**config.mk**
```make
export PLATFORM = sky130hd
export DESIGN_NAME = prism_cfg_seq_flat
export DESIGN_NICKNAME = d
export VERILOG_FILES = /design/src/rtl/prism_cfg_seq_if.sv /design/src/rtl/prism_cfg_seq.sv /design/src/flat_wrapper.sv
export SDC_FILE = /design/constraint.sdc
export NUM_CORES = 1
export LEC_CHECK = 0
export CAP_MARGIN = 20
export CORE_MARGIN = 4
export CORE_UTILIZATION = 57
export CTS_CLUSTER_SIZE = 40
export DETAILED_ROUTE_END_ITERATION = 7
export GPL_ROUTABILITY_DRIVEN = 0
export PLACE_DENSITY = 0.8
export SYNTH_ARGS = -nofsm -noshare
export SYNTH_HDL_FRONTEND = slang
export SYNTH_SLANG_ARGS = --single-unit
```
**constraint.sdc**
```tcl
create_clock -name clk -period 6.1 [get_ports clk]
set_input_delay 1.22 -clock clk [delete_from_list [all_inputs] [get_ports clk]]
set_output_delay 1.22 -clock clk [all_outputs]
set_load 0.005 [all_outputs]
```
**src/rtl/prism_cfg_seq_if.sv**
```systemverilog
// Bundles the host-side queue/start/abort controls, the direct host write path,
// the PRISM debug port and the sequencer status signals.
interface prism_cfg_seq_if #(
    parameter int DEPTH = 8
);
    logic                     q_push;
    logic [5:0]               q_addr;
    logic [31:0]              q_data;
    logic                     start;
    logic                     auto_en;
    logic                     abort;
    logic                     host_wr;
    logic [5:0]               host_addr;
    logic [31:0]              host_wdata;
    logic                     dbg_wr;
    logic [5:0]               dbg_addr;
    logic [31:0]              dbg_wdata;
    logic                     dbg_reset;
    logic                     fsm_enable;
    logic                     busy;
    logic                     done;
    logic [$clog2(DEPTH):0]   q_count;
    logic                     q_full;
    logic                     overflow;

    modport master (
        output q_push, q_addr, q_data, start, auto_en, abort,
               host_wr, host_addr, host_wdata,
        input  dbg_wr, dbg_addr, dbg_wdata, dbg_reset, fsm_enable,
               busy, done, q_count, q_full, overflow
    );

    modport slave (
        input  q_push, q_addr, q_data, start, auto_en, abort,
               host_wr, host_addr, host_wdata,
        output dbg_wr, dbg_addr, dbg_wdata, dbg_reset, fsm_enable,
               busy, done, q_count, q_full, overflow
    );
endinterface

```
**src/rtl/prism_cfg_seq.sv**
```systemverilog
// PRISM configuration sequencer: queues debug writes, then halts PRISM, drains
// the queue onto the debug port, releases reset and optionally re-enables the FSM.
//
// state   | meaning
// IDLE    | waiting for start; host writes pass straight through
// HALT    | dbg_reset held, settling before the first queued write
// WRITE   | draining the FIFO onto the debug port (host writes stall it)
// RELEASE | last cycle with dbg_reset asserted
// FIN     | done pulse; fsm_enable takes the latched auto_en
module prism_cfg_seq #(
    parameter int DEPTH  = 8,
    parameter int SETTLE = 2
) (
    input  logic          clk,
    input  logic          rst_n,
    prism_cfg_seq_if.slave bus
);
    localparam int AW = $clog2(DEPTH);
    localparam int CW = AW + 1;
    localparam int SW = $clog2(SETTLE + 1);
    localparam logic [SW-1:0] SETTLE_LAST = SW'(SETTLE - 1);

    typedef enum logic [2:0] {
        S_IDLE,
        S_HALT,
        S_WRITE,
        S_RELEASE,
        S_FIN
    } state_t;

    state_t         state_q, state_d;
    logic [37:0]    mem [DEPTH];
    logic [AW-1:0]  wr_ptr_q, rd_ptr_q;
    logic [CW-1:0]  count_q;
    logic [SW-1:0]  settle_q;
    logic           dbg_reset_q, fsm_enable_q, auto_q, overflow_q;
    logic           empty, full, push_ok, pop, seq_wr, done, start_ok;
    logic [37:0]    head;

    assign empty    = (count_q == '0);
    assign full     = (count_q == CW'(DEPTH));
    assign push_ok  = bus.q_push && !full && !bus.abort;
    assign pop      = seq_wr && !bus.abort;
    assign start_ok = (state_q == S_IDLE) && bus.start && !bus.abort;
    assign head     = mem[rd_ptr_q];

    always_ff @(posedge clk) begin
        if (push_ok) mem[wr_ptr_q] <= {bus.q_addr, bus.q_data};
    end

    // Pointers are AW bits wide, so DEPTH being a power of two gives the wrap for free.
    always_ff @(posedge clk or negedge rst_n) begin
        if (!rst_n) begin
            wr_ptr_q <= '0;
            rd_ptr_q <= '0;
            count_q  <= '0;
        end else if (bus.abort) begin
            wr_ptr_q <= '0;
            rd_ptr_q <= '0;
            count_q  <= '0;
        end else begin
            if (push_ok) wr_ptr_q <= wr_ptr_q + AW'(1);
            if (pop)     rd_ptr_q <= rd_ptr_q + AW'(1);
            case ({push_ok, pop})
                2'b10:   count_q <= count_q + CW'(1);
                2'b01:   count_q <= count_q - CW'(1);
                default: count_q <= count_q;
            endcase
        end
    end

    always_ff @(posedge clk or negedge rst_n) begin
        if (!rst_n) state_q <= S_IDLE;
        else        state_q <= state_d;
    end

    // Emptiness is checked as the queue drains so the last write leads straight into RELEASE.
    always_comb begin
        state_d = state_q;
        seq_wr  = 1'b0;
        done    = 1'b0;
        case (state_q)
            S_IDLE: begin
                if (start_ok) state_d = S_HALT;
            end
            S_HALT: begin
                if (settle_q == SETTLE_LAST) state_d = empty ? S_RELEASE : S_WRITE;
            end
            S_WRITE: begin
                if (empty) begin
                    state_d = S_RELEASE;
                end else if (!bus.host_wr) begin
                    seq_wr = 1'b1;
                    if (count_q == CW'(1) && !push_ok) state_d = S_RELEASE;
                end
            end
            S_RELEASE: state_d = S_FIN;
            S_FIN: begin
                done    = 1'b1;
                state_d = S_IDLE;
            end
            default: state_d = S_IDLE;
        endcase
        if (bus.abort) state_d = S_IDLE;
    end

    always_ff @(posedge clk or negedge rst_n) begin
        if (!rst_n) begin
            dbg_reset_q  <= 1'b0;
            fsm_enable_q <= 1'b0;
            auto_q       <= 1'b0;
            settle_q     <= '0;
        end else if (bus.abort) begin
            dbg_reset_q  <= 1'b0;
            fsm_enable_q <= 1'b0;
        end else begin
            case (state_q)
                S_IDLE: begin
                    if (start_ok) begin
                        dbg_reset_q  <= 1'b1;
                        fsm_enable_q <= 1'b0;
                        auto_q       <= bus.auto_en;
                        settle_q     <= '0;
                    end
                end
                S_HALT:    settle_q     <= settle_q + SW'(1);
                S_RELEASE: dbg_reset_q  <= 1'b0;
                S_FIN:     fsm_enable_q <= auto_q;
                default: ;
            endcase
        end
    end

    always_ff @(posedge clk or negedge rst_n) begin
        if (!rst_n)                                  overflow_q <= 1'b0;
        else if (start_ok)                           overflow_q <= 1'b0;
        else if (bus.q_push && full && !bus.abort)   overflow_q <= 1'b1;
    end

    assign bus.dbg_wr     = bus.host_wr | seq_wr;
    assign bus.dbg_addr   = bus.host_wr ? bus.host_addr  : head[37:32];
    assign bus.dbg_wdata  = bus.host_wr ? bus.host_wdata : head[31:0];
    assign bus.dbg_reset  = dbg_reset_q;
    assign bus.fsm_enable = fsm_enable_q;
    assign bus.busy       = (state_q != S_IDLE);
    assign bus.done       = done;
    assign bus.q_count    = count_q;
    assign bus.q_full     = full;
    assign bus.overflow   = overflow_q;
endmodule

```
**src/flat_wrapper.sv**
```systemverilog
// flat-port wrapper written by rule: the top's interface ports become plain ports
module prism_cfg_seq_flat 
#(
    parameter int DEPTH  = 8,
    parameter int SETTLE = 2
)
  (clk, rst_n, bus_q_push, bus_q_addr, bus_q_data, bus_start, bus_auto_en, bus_abort, bus_host_wr, bus_host_addr, bus_host_wdata, bus_dbg_wr, bus_dbg_addr, bus_dbg_wdata, bus_dbg_reset, bus_fsm_enable, bus_busy, bus_done, bus_q_count, bus_q_full, bus_overflow);
  prism_cfg_seq_if #(.DEPTH(DEPTH)) bus_i ();
  input  logic clk;
  input  logic rst_n;
  input wire logic [$bits(bus_i.q_push)-1:0] bus_q_push;
  input wire logic [$bits(bus_i.q_addr)-1:0] bus_q_addr;
  input wire logic [$bits(bus_i.q_data)-1:0] bus_q_data;
  input wire logic [$bits(bus_i.start)-1:0] bus_start;
  input wire logic [$bits(bus_i.auto_en)-1:0] bus_auto_en;
  input wire logic [$bits(bus_i.abort)-1:0] bus_abort;
  input wire logic [$bits(bus_i.host_wr)-1:0] bus_host_wr;
  input wire logic [$bits(bus_i.host_addr)-1:0] bus_host_addr;
  input wire logic [$bits(bus_i.host_wdata)-1:0] bus_host_wdata;
  output wire logic [$bits(bus_i.dbg_wr)-1:0] bus_dbg_wr;
  output wire logic [$bits(bus_i.dbg_addr)-1:0] bus_dbg_addr;
  output wire logic [$bits(bus_i.dbg_wdata)-1:0] bus_dbg_wdata;
  output wire logic [$bits(bus_i.dbg_reset)-1:0] bus_dbg_reset;
  output wire logic [$bits(bus_i.fsm_enable)-1:0] bus_fsm_enable;
  output wire logic [$bits(bus_i.busy)-1:0] bus_busy;
  output wire logic [$bits(bus_i.done)-1:0] bus_done;
  output wire logic [$bits(bus_i.q_count)-1:0] bus_q_count;
  output wire logic [$bits(bus_i.q_full)-1:0] bus_q_full;
  output wire logic [$bits(bus_i.overflow)-1:0] bus_overflow;
  assign bus_i.q_push = bus_q_push;
  assign bus_i.q_addr = bus_q_addr;
  assign bus_i.q_data = bus_q_data;
  assign bus_i.start = bus_start;
  assign bus_i.auto_en = bus_auto_en;
  assign bus_i.abort = bus_abort;
  assign bus_i.host_wr = bus_host_wr;
  assign bus_i.host_addr = bus_host_addr;
  assign bus_i.host_wdata = bus_host_wdata;
  assign bus_dbg_wr = bus_i.dbg_wr;
  assign bus_dbg_addr = bus_i.dbg_addr;
  assign bus_dbg_wdata = bus_i.dbg_wdata;
  assign bus_dbg_reset = bus_i.dbg_reset;
  assign bus_fsm_enable = bus_i.fsm_enable;
  assign bus_busy = bus_i.busy;
  assign bus_done = bus_i.done;
  assign bus_q_count = bus_i.q_count;
  assign bus_q_full = bus_i.q_full;
  assign bus_overflow = bus_i.overflow;
  prism_cfg_seq #(.DEPTH(DEPTH), .SETTLE(SETTLE)) u_core (.clk(clk), .rst_n(rst_n), .bus(bus_i));
endmodule
```
==> results.py <==
metrics = {
    "sta": {
        "drv_slew": 0,
        "fin_ws_ns": 1.45,
        "max_freq_mhz": 215,
        "tightest_slew_ns": 1.15,
        "hold_viol_final": 0,
        "min_period_ns": 4.65,
        "tns_ns": 0,
        "slew_headroom": 0.231,
        "finClkSkew_ns": 0.00744,
        "period_share": 0.762,
        "rsz0062_at_grt": "false",
        "whs_ns": 0.514,
        "setup_viol": 0,
    },
    "floorplanning": {
        "num_rows": 54,
        "start_util": 0.584,
        "die_area_sq_mm": 0.0250,
        "ios": 132,
        "die_y_um": 158,
        "die_w_um": 158,
        "coreArea_sq_mm": 0.0220,
    },
    "global_routing": {
        "grtUsageMet2": 0.383,
        "grt_max_degree": 78,
        "grt-ovfl-total": 0,
        "grt_usage": 0.230,
        "grt_first_pass_wirelength_um": 42600,
        "grt_pass1_vias": 7170,
        "antenna_found_initial": 1,
        "grt_busiest_layer": "met2",
        "globalRouteMet1Util": 0.319,
        "met3_usage": 0.0440,
    },
    "setup_path": {
        "r2r-start": "u_core.bus.q_count[0]",
        "slowest_stage": "dfrtp_4",
        "cpPeakStageDelay_ns": 0.97,
        "arrival_ns": 3.43,
        "r2r_slack_ns": 2.74,
        "ff2ff_path_depth": 8,
        "start_kind": "register",
        "critPathBufInv": 3,
        "critical_path_class": "reg2out",
        "critical-path-top-delay-family": "flip-flops",
        "worstReg2RegEnd": "u_core.mem[3][22]",
        "cp-end-kind": "primary output",
        "critical_path.max_fanout": 40,
        "crit_required_ns": 4.88,
        "crit_chain": "buf_12, mux4_1, a222oi_1, inv_1, clkdlybuf4s50_1",
    },
    "finish": {
        "final_net_count": 855,
        "drive_above_1_share": 0.186,
        "diodes": 0,
        "layout_common_cells": "edfxtp_1, clkdlybuf4s50_1, mux4_2, inv_1, a222oi_1",
        "fin_area_sq_mm": 0.0156,
        "fin_util": 0.709,
        "finalNonFillerCells": 1069,
        "layout.cells.most_common": "edfxtp_1",
        "syn_to_final_growth_pct": 21.4,
    },
    "power": {
        "switchingPower_mw": 0.991,
        "p_clk_frac": 0.418,
        "p_sw_frac": 0.202,
        "p_leak_nw": 5.19,
        "combinationalPowerShare": 0.070,
        "totalPowerFinal_mw": 4.91,
        "powerDensity_mw_per_mm2": 315,
        "peakVddDrop_uv": 280,
        "p_seq_frac": 0.512,
        "internal_power_mw": 3.92,
    },
    "route": {
        "drt-wirelength-per-cell_um": 26.4,
        "antenna_left": 0,
        "drt-initial-drc-count": 877,
        "via_per_inst": 6.40,
        "wl_um": 28200,
        "first_pass_iters": 6,
        "drc": 0,
        "vias": 6841,
    },
    "yosys": {
        "synthFlopType": "edfxtp_1",
        "synth_area_per_cell_sq_um": 20.6,
        "yosys_register_bits": 323,
        "synth-edff-count": 304,
        "ys.warnings.count": 0,
        "ys_types": 43,
        "syn-instance-count": 623,
        "syn_area_sq_mm": 0.0128,
        "syn_nets": 712,
        "async_flop_share": 0.0588,
        "synth_seq_area_share": 0.748,
    },
    "clock_tree": {
        "postCtsSetupBuffers": 0,
        "cts_tree": "built",
        "clkLatencyLatePin_ns": 0.50,
        "numCtsBuffers": 34,
        "clk_pin_slew_ns": 0.06,
        "postCtsHoldBufs": 0,
        "cts_root_buf": "clkbuf_16",
        "post_cts_resized": 0,
        "htree_levels": 2,
        "max-clock-path-buffers": 3,
        "clock-sinks": 323,
    },
    "worst_hold_path": {
        "hold_start": "u_core.bus.overflow",
        "hold_path_depth": 1,
        "min_to": "u_core.bus.overflow",
        "min_path_type": "reg2reg",
    },
    "placement": {
        "place_hpwl_um": 15500,
        "dpl_cell_area_sq_mm": 0.0144,
        "io_buffers": 131,
        "place_ws_ns": 1.64,
        "dp.cells": 1008,
    },
    "flow_run": {
        "maxCapViolCount": 0,
    },
    "run_status": {
        "status": "complete, no violations",
    },
}
synth_stat cells, drive strengths merged, types with 4 or more instances:
master,count,share of area
a21oi,7,0.0027
inv,45,0.013
nor3,5,0.0019
mux4,76,0.14
edfxtp,304,0.71
clkbuf,19,0.0056
buf,18,0.014
nand2b,6,0.0029
nor2,22,0.0064
a222oi,38,0.030
nand3,6,0.0023
xor2,4,0.0027
nand2,11,0.0038
ha,6,0.0059
dfrtp,19,0.037
mux2,4,0.0035
o21ai,6,0.0023
flip-flops by register name (all words and copies together) (netlist names):
signal,flops
u_core.auto_q,1
u_core.bus.dbg_reset,1
u_core.bus.fsm_enable,1
u_core.bus.overflow,1
u_core.bus.q_count,4
u_core.mem,304
u_core.rd_ptr_q,3
u_core.settle_q,2
u_core.state_q,3
u_core.wr_ptr_q,3
worst register-to-register path: stages (launching register included):
cell and delay (ns):
dfrtp_1 0.45, inv_1 0.09, ha_1 0.27, nand3b_1 0.27, inv_1 0.13, nor3_1 0.32, nand2_1 0.32, nor2_4 0.63
buf_4 0.51
per-layer routing:
layer  part of all wire  wire length, um
met5            0.00046               13
met2               0.51            14400
met3              0.094             2660
met1               0.38            10600
met4              0.019              544
cell type report:
type                       instances  area, sq um
clock buffer                      41          941
fill                            1252         6380
inverter                          45          169
sequential                       323         9610
tap                              280          350
timing repair buffer             144         1440
clock inverter                    18          188
multi-input combinational        218         2880
cells by family after synthesis:
kind of cell,after synthesis,share of synthesized area
muxes,83,0.142
adders and majority gates,6,0.00585
buffers and inverters,82,0.0328
DFF,323,0.748
xor gates and xnor gates,5,0.00448
and+or+nand+nor,64,0.0261
AOI/OAI and AO/OA,60,0.0405
worst max-delay path by stage:
stage | start | endpoint | slack, ns | depth (start not counted)
after floorplan | bus_abort | u_core.mem[0][0] | 1.28 | 4
after global placement | bus_host_wr | bus_dbg_wdata[5] | 1.69 | 5
after detailed placement | bus_host_wr | bus_dbg_wdata[6] | 1.64 | 5
after CTS | u_core.rd_ptr_q[1] | bus_dbg_wdata[6] | 1.35 | 5
after global routing | u_core.rd_ptr_q[1] | bus_dbg_wdata[21] | 1.13 | 5
final | u_core.rd_ptr_q[1] | bus_dbg_wdata[27] | 1.45 | 5
power by group through the flow:
stage                     Clock [mW]  Combinational, mW  Sequential [mW]
after global routing            2.19              0.373             2.52
after floorplan                    0              0.159             2.55
after detailed placement           0              0.335             2.56
after CTS                       2.09              0.340             2.51
final                           2.06              0.342             2.52
after global placement             0              0.323             2.55
No activity file was read; power rests on OpenSTA's default activity.
